<file path="config.mk">
export PLATFORM = sky130hd
export DESIGN_NAME = ysyx_23060184_pipe_ctrl
export DESIGN_NICKNAME = d
export VERILOG_FILES = /design/src/rtl/ysyx_23060184_pipe_ctrl_pkg.sv /design/src/rtl/ysyx_23060184_sat_counter.sv /design/src/rtl/ysyx_23060184_pipe_ctrl.sv
export SDC_FILE = /design/constraint.sdc
export NUM_CORES = 1
export LEC_CHECK = 0
export CAP_MARGIN = 10
export CORE_MARGIN = 2
export CORE_UTILIZATION = 40
export CTS_CLUSTER_DIAMETER = 50
export CTS_CLUSTER_SIZE = 12
export DETAILED_ROUTE_END_ITERATION = 7
export PLACE_DENSITY_LB_ADDON = 0.05
export SLEW_MARGIN = 20
export SYNTH_ARGS = -nofsm -noshare
export SYNTH_HDL_FRONTEND = slang
export SYNTH_SLANG_ARGS = --single-unit
</file>
<file path="constraint.sdc">
create_clock -name clk -period 4.55 [get_ports clk]
set_input_delay 0.455 -clock clk [delete_from_list [all_inputs] [get_ports clk]]
set_output_delay 0.455 -clock clk [all_outputs]
set_load 0.1 [all_outputs]
</file>
<file path="src/rtl/ysyx_23060184_pipe_ctrl_pkg.sv">
// Shared defines for the pipeline sequencing controller.
// Owns the register-index width, the controller FSM state width and encodings,
// and the PC source encodings used when the branch unit generates Branch.
package ysyx_23060184_pipe_ctrl_pkg;

   localparam int REG_LENGTH    = 5;
   localparam int PCTRL_STATE_W = 2;

   typedef enum logic [PCTRL_STATE_W-1:0] {
      PCTRL_RUN   = 2'd0,
      PCTRL_MWAIT = 2'd1,
      PCTRL_IWAIT = 2'd2,
      PCTRL_DRAIN = 2'd3
   } pctrlState_t;

   typedef enum logic [1:0] {
      PC_SRC_SEQ    = 2'd0,
      PC_SRC_BRANCH = 2'd1,
      PC_SRC_JALR   = 2'd2,
      PC_SRC_TRAP   = 2'd3
   } pcSrc_t;

endpackage

</file>
<file path="src/rtl/ysyx_23060184_sat_counter.sv">
// Up-counter with synchronous clear and optional saturation at all-ones.
// Ports:
//   clk   - rising-edge clock
//   rstn  - asynchronous active-low reset, clears count
//   clr   - synchronous clear, wins over inc
//   inc   - count up by one this cycle
//   count - current value
module ysyx_23060184_sat_counter #(
   parameter int WIDTH    = 32,
   parameter bit SATURATE = 1'b1
) (
   input  logic             clk,
   input  logic             rstn,
   input  logic             clr,
   input  logic             inc,
   output logic [WIDTH-1:0] count
);

   localparam logic [WIDTH-1:0] COUNT_MAX = '1;

   logic atMax;
   assign atMax = SATURATE && (count == COUNT_MAX);

   always_ff @(posedge clk or negedge rstn) begin
      if (!rstn) begin
         count <= '0;
      end else if (clr) begin
         count <= '0;
      end else if (inc && !atMax) begin
         count <= count + WIDTH'(1);
      end
   end

endmodule

</file>
<file path="src/rtl/ysyx_23060184_pipe_ctrl.sv">
// Pipeline sequencing controller for the five-stage core.
// Produces stall/flush/bubble controls for the IF/ID/EX/MEM/WB registers from
// the redirect, load-use, fetch and data-memory handshakes; tracks wrong-path
// fetches, a sticky memory-wait watchdog and a saturating stall-cycle counter.
// Ports:
//   clk, rstn                 - clock, asynchronous active-low reset
//   Rs1D, Rs2D, RdE, MemReadE - load-use hazard inputs
//   Branch                    - E redirects the PC this cycle
//   IfetchValid               - fetch returns an instruction this cycle
//   DmemReqM, DmemReadyM      - data-memory handshake in M
//   StallF..StallM            - hold stage registers
//   FlushD, FlushE, BubbleW   - load bubbles
//   DropF                     - discard the wrong-path instruction returned now
//   Timeout                   - sticky memory watchdog error
//   StallCount                - saturating count of StallF cycles
//
// state | meaning
// RUN   | normal flow, fetch delivering
// MWAIT | data memory busy, whole pipe frozen
// IWAIT | waiting on an in-order fetch
// DRAIN | outstanding fetch is wrong-path; drop it when it returns
module ysyx_23060184_pipe_ctrl #(
   parameter int REG_LENGTH = ysyx_23060184_pipe_ctrl_pkg::REG_LENGTH,
   parameter int TIMEOUT    = 255,
   parameter int CNT_WIDTH  = 32
) (
   input  logic                  clk,
   input  logic                  rstn,
   input  logic [REG_LENGTH-1:0] Rs1D,
   input  logic [REG_LENGTH-1:0] Rs2D,
   input  logic [REG_LENGTH-1:0] RdE,
   input  logic                  MemReadE,
   input  logic                  Branch,
   input  logic                  IfetchValid,
   input  logic                  DmemReqM,
   input  logic                  DmemReadyM,
   output logic                  StallF,
   output logic                  StallD,
   output logic                  StallE,
   output logic                  StallM,
   output logic                  FlushD,
   output logic                  FlushE,
   output logic                  BubbleW,
   output logic                  DropF,
   output logic                  Timeout,
   output logic [CNT_WIDTH-1:0]  StallCount
);

   import ysyx_23060184_pipe_ctrl_pkg::*;

   localparam int WD_WIDTH = $clog2(TIMEOUT + 1);

   pctrlState_t         state;
   pctrlState_t         stateNext;
   logic                drainPend;
   logic                drainPendNext;
   logic                memBusy;
   logic                loadUse;
   logic [WD_WIDTH-1:0] wdCount;
   logic                timeoutReg;

   assign memBusy = DmemReqM & ~DmemReadyM;
   assign loadUse = MemReadE & (RdE != '0) & ((RdE == Rs1D) | (RdE == Rs2D));

   // Priority decode; everything is held at 0 while reset is asserted.
   always_comb begin
      StallF  = 1'b0;
      StallD  = 1'b0;
      StallE  = 1'b0;
      StallM  = 1'b0;
      FlushD  = 1'b0;
      FlushE  = 1'b0;
      BubbleW = 1'b0;
      DropF   = 1'b0;
      if (rstn) begin
         DropF = (state == PCTRL_DRAIN) & IfetchValid;
         if (memBusy) begin
            // E is frozen, so a Branch here is simply re-presented later.
            StallF  = 1'b1;
            StallD  = 1'b1;
            StallE  = 1'b1;
            StallM  = 1'b1;
            BubbleW = 1'b1;
         end else if (Branch) begin
            FlushD = 1'b1;
            FlushE = 1'b1;
         end else if (loadUse) begin
            StallF = 1'b1;
            StallD = 1'b1;
            FlushE = 1'b1;
         end else if (!IfetchValid || (state == PCTRL_DRAIN)) begin
            StallF = 1'b1;
            FlushD = 1'b1;
         end
      end
   end

   always_comb begin
      stateNext     = state;
      drainPendNext = drainPend;
      if (memBusy) begin
         stateNext = PCTRL_MWAIT;
         // Remember an unreturned wrong-path fetch across the memory wait.
         drainPendNext = ((state == PCTRL_DRAIN) & ~IfetchValid) |
                         ((state == PCTRL_MWAIT) & drainPend);
      end else if (state == PCTRL_MWAIT) begin
         drainPendNext = 1'b0;
         if (drainPend || (Branch && !IfetchValid)) begin
            stateNext = PCTRL_DRAIN;
         end else begin
            stateNext = PCTRL_RUN;
         end
      end else if (Branch && !IfetchValid) begin
         stateNext = PCTRL_DRAIN;
      end else if (state == PCTRL_DRAIN) begin
         stateNext = IfetchValid ? PCTRL_RUN : PCTRL_DRAIN;
      end else if (!IfetchValid) begin
         stateNext = PCTRL_IWAIT;
      end else begin
         stateNext = PCTRL_RUN;
      end
   end

   always_ff @(posedge clk or negedge rstn) begin
      if (!rstn) begin
         state     <= PCTRL_RUN;
         drainPend <= 1'b0;
      end else begin
         state     <= stateNext;
         drainPend <= drainPendNext;
      end
   end

   // Watchdog holds the number of consecutive busy cycles already completed,
   // so it reads TIMEOUT-1 during the TIMEOUT-th busy cycle.
   ysyx_23060184_sat_counter #(
      .WIDTH    (WD_WIDTH),
      .SATURATE (1'b1)
   ) uWatchdog (
      .clk   (clk),
      .rstn  (rstn),
      .clr   (~memBusy),
      .inc   (memBusy),
      .count (wdCount)
   );

   always_ff @(posedge clk or negedge rstn) begin
      if (!rstn) begin
         timeoutReg <= 1'b0;
      end else if (memBusy && (wdCount == WD_WIDTH'(TIMEOUT - 1))) begin
         timeoutReg <= 1'b1;
      end
   end

   assign Timeout = timeoutReg;

   ysyx_23060184_sat_counter #(
      .WIDTH    (CNT_WIDTH),
      .SATURATE (1'b1)
   ) uStallCount (
      .clk   (clk),
      .rstn  (rstn),
      .clr   (1'b0),
      .inc   (StallF),
      .count (StallCount)
   );

endmodule
</file>
==> impl_metrics.yaml <==
setup_path:
  cp.arrival_ns: 3.09
  r2r_slack_ns: 2.00
  critPathMaxFanout: 3
  r2r-end: "uStallCount.count[1]$_DFFE_PN0P_"
  ff2ff_path_depth: 7
  crit_top_cell: "nor2_1"
  reg2reg_from: "uStallCount.count[0]$_DFFE_PN0P_"
  end_kind: "output pin"
  cpMaxStageDelayCell: "clkdlybuf4s50_1"
  worstPathCellList: "clkdlybuf4s50_1 -> or4_1 -> o21ai_0 -> nor2_1 -> nor2_1 -> nor2_1 -> clkdlybuf4s50_1"
  critPathBufInv: 2
  critPathMaxStageDelay_ns: 0.96
  required_ns: 4.09
  critPathLaunchType: "primary input"
  critPathKind: "primary input to output pin"
  crit_family: "buffers and inverters"
detailed_routing:
  wl_met3_um: 264
  met1_length_um: 2420
  dr.pass1.iters: 4
  drc: 0
  ant_nets: 0
  avgViaCountPerCell: 5.09
  num_vias: 1924
  wirelength_um: 5140
  dr_wl_met2_um: 2400
  first_iter_violations: 95
  top_layer_used: "met4"
  avgRoutedWirePerCell_um: 13.6
timing:
  maxSlewHeadroom_pct: 34.6
  finalMaxSlewViolations: 0
  setup_viol: 0
  min_period_ns: 3.54
  finalHoldViolations: 0
  worst_pin_slew_ns: 0.978
  fin_tns_setup_ns: 0
  skew_ns: 0.0103
  rsz0062_at_grt: "no"
  fin_crit_sh_pct: 77.8
  max_clock_freq_mhz: 282
  fin_ws_ns: 1.01
  holdWs_ns: 0.325
floorplan:
  fp.dieW_um: 82.9
  num_rows: 28
  dieArea_mm2: 0.00686
  io_pins: 63
  die_h_um: 82.9
  core_mm2: 0.00596
  start_util_pct: 41.8
clocking:
  cts_hold_buf: 0
  clockBufferDepth: 2
  htreeDepth: 2
  clk_latency_ns: 0.29
  cts_root_buf: "clkbuf_8"
  cts_tree: "done"
  tritoncts.num_buffers: 5
  cts.clk_slew.worst_paths_ns: 0.09
  cts.sinks: 44
  postCtsSetupRepairBufs: 0
  cts_resized: 0
layout:
  fin_area_mm2: 0.00323
  fin_nets: 328
  regArea_mm2: 0.00110
  final_core_util_pct: 54.2
  area_growth_pct: 29.8
  multi_input_area_mm2: 0.00130
  drive_above_1_share_pct: 11.6
  num_antenna_cells: 0
  fin_cells: 378
  mostFrequentLayoutCell: "clkdlybuf4s50_1"
  n_fill_cell: 589
  final_cell_mix: "clkdlybuf4s50_1 (58), dfrtp_1 (44), xor2_1 (33)"
power:
  switchingPower_mw: 0.521
  ir_worst_vdd_mv: 0.292
  pwr-share-clk_pct: 20.1
  swShare_pct: 44.9
  p_int_mw: 0.640
  pwr_density_cell_mw_per_mm2: 359
  comb_power_share_pct: 38.6
  p_leak_nw: 1.43
  seqPwrFrac_pct: 41.3
  p_total_mw: 1.16
place:
  placed_cells: 371
  place_ws_ns: 1.01
  dpl_cell_area_mm2: 0.00315
  port_buffers: 62
  dp_hpwl_um: 3780
  gp_congestion: 0.797
logic_synthesis:
  synth_top_flop_cell: "dfrtp_1"
  synth_edf_count: 0
  synth_top_family_by_area: "simple AND/OR/NAND/NOR gates"
  synth-xor-area-share_pct: 16.2
  ys_async_sr_fraction_pct: 100
  synth_compound_area_share_pct: 5.13
  postSynthCellCount: 238
  avgSynthCellArea_um2: 10.5
  synth.distinct_cells: 45
  yosysWarningCount: 0
  synthMuxAreaShare_pct: 0.855
  ys_ff_latch: 44
  yosysTopAreaCell: "dfrtp_1"
  synth_nets: 263
  netlist_area_mm2: 0.00249
  yosys.area_share.simple_pct: 28.7
  synth_top_area_share_pct: 44.3
  yosysSeqAreaShare_pct: 44.3
  synthTopCellsByArea: "dfrtp_1 (44%), xor2_1 (12%), xnor2_1 (4.6%)"
  synthAdderAreaFrac_pct: 1.51
global_route:
  grt_usage_pct: 15.4
  grt_start_max_net_pins: 45
  grt_pass1_wl_um: 8860
  grt_pass1_vias: 1898
  grt_overflow_total: 0
  antenna_found_initial: 0
status:
  outcome: "finished, final reports clean"
hold_path:
  hold_class: "primary input to asynchronous set/reset pin"
run:
  max-cap-violations: 0
worst max-delay path by stage:
stage	startpoint	endpoint	slack [ns]	depth (start not counted)
floorplan	RdE[1]	FlushD	1.34	6
global placement	RdE[1]	FlushE	1.06	7
detailed placement	RdE[1]	FlushE	1.01	7
CTS	RdE[1]	FlushE	1.01	7
global route	RdE[1]	FlushE	0.92	7
finish	RdE[1]	FlushE	1.01	7
final cells by class:
cell class                 instances  share of cell area [%]
multi-input combinational        179                    40.4
sequential                        44                    34.1
timing repair buffer              63                    19.1
tap                               75                    2.91
clock buffer                       6                    2.25
inverter                          10                    1.16
clock inverter                     1                   0.155
power groups by stage:
stage,registers (mW),clock network [mW],logic (mW)
after global routing,0.488,0.260,0.468
final,0.480,0.233,0.448
after detailed placement,0.487,0,0.451
after global placement,0.486,0,0.449
after floorplan,0.694,0,0.120
after CTS,0.480,0.244,0.452
kinds of logic after synthesis:
group / Yosys count
compound gates: 16
xor+xnor: 46
fa+ha+maj: 3
buf+inv: 15
flops: 44
mux: 2
simple gates: 112
Yosys cell counts (2+ instances only):
cell,n
inv_1,9
nand2_1,18
ha_1,3
nor3_1,5
o21bai_1,2
a21oi_1,5
xnor2_1,13
nor2_1,21
nor4_4,3
nand2b_1,4
nor3_2,8
and2_1,2
o21ai_0,2
nor4_2,2
nand3_1,13
xor2_1,33
and4_1,5
nor4_1,2
nand4_1,12
buf_4,2
a31oi_1,2
dfrtp_1,44
and3_1,6
sequential cells by signal (all words and copies together) (netlist names):
register,cells
drainPend,1
uStallCount.count,32
state,2
uWatchdog.count,8
Timeout,1
metal layers:
layer | vias to the layer above | track usage [%]
li1 | 957 | -
met1 | 900 | 21.0
met2 | 61 | 25.1
met3 | 6 | 3.38
met4 | 0 | 4.02
met5 | - | 0
Power figures use the tool's default switching activity.
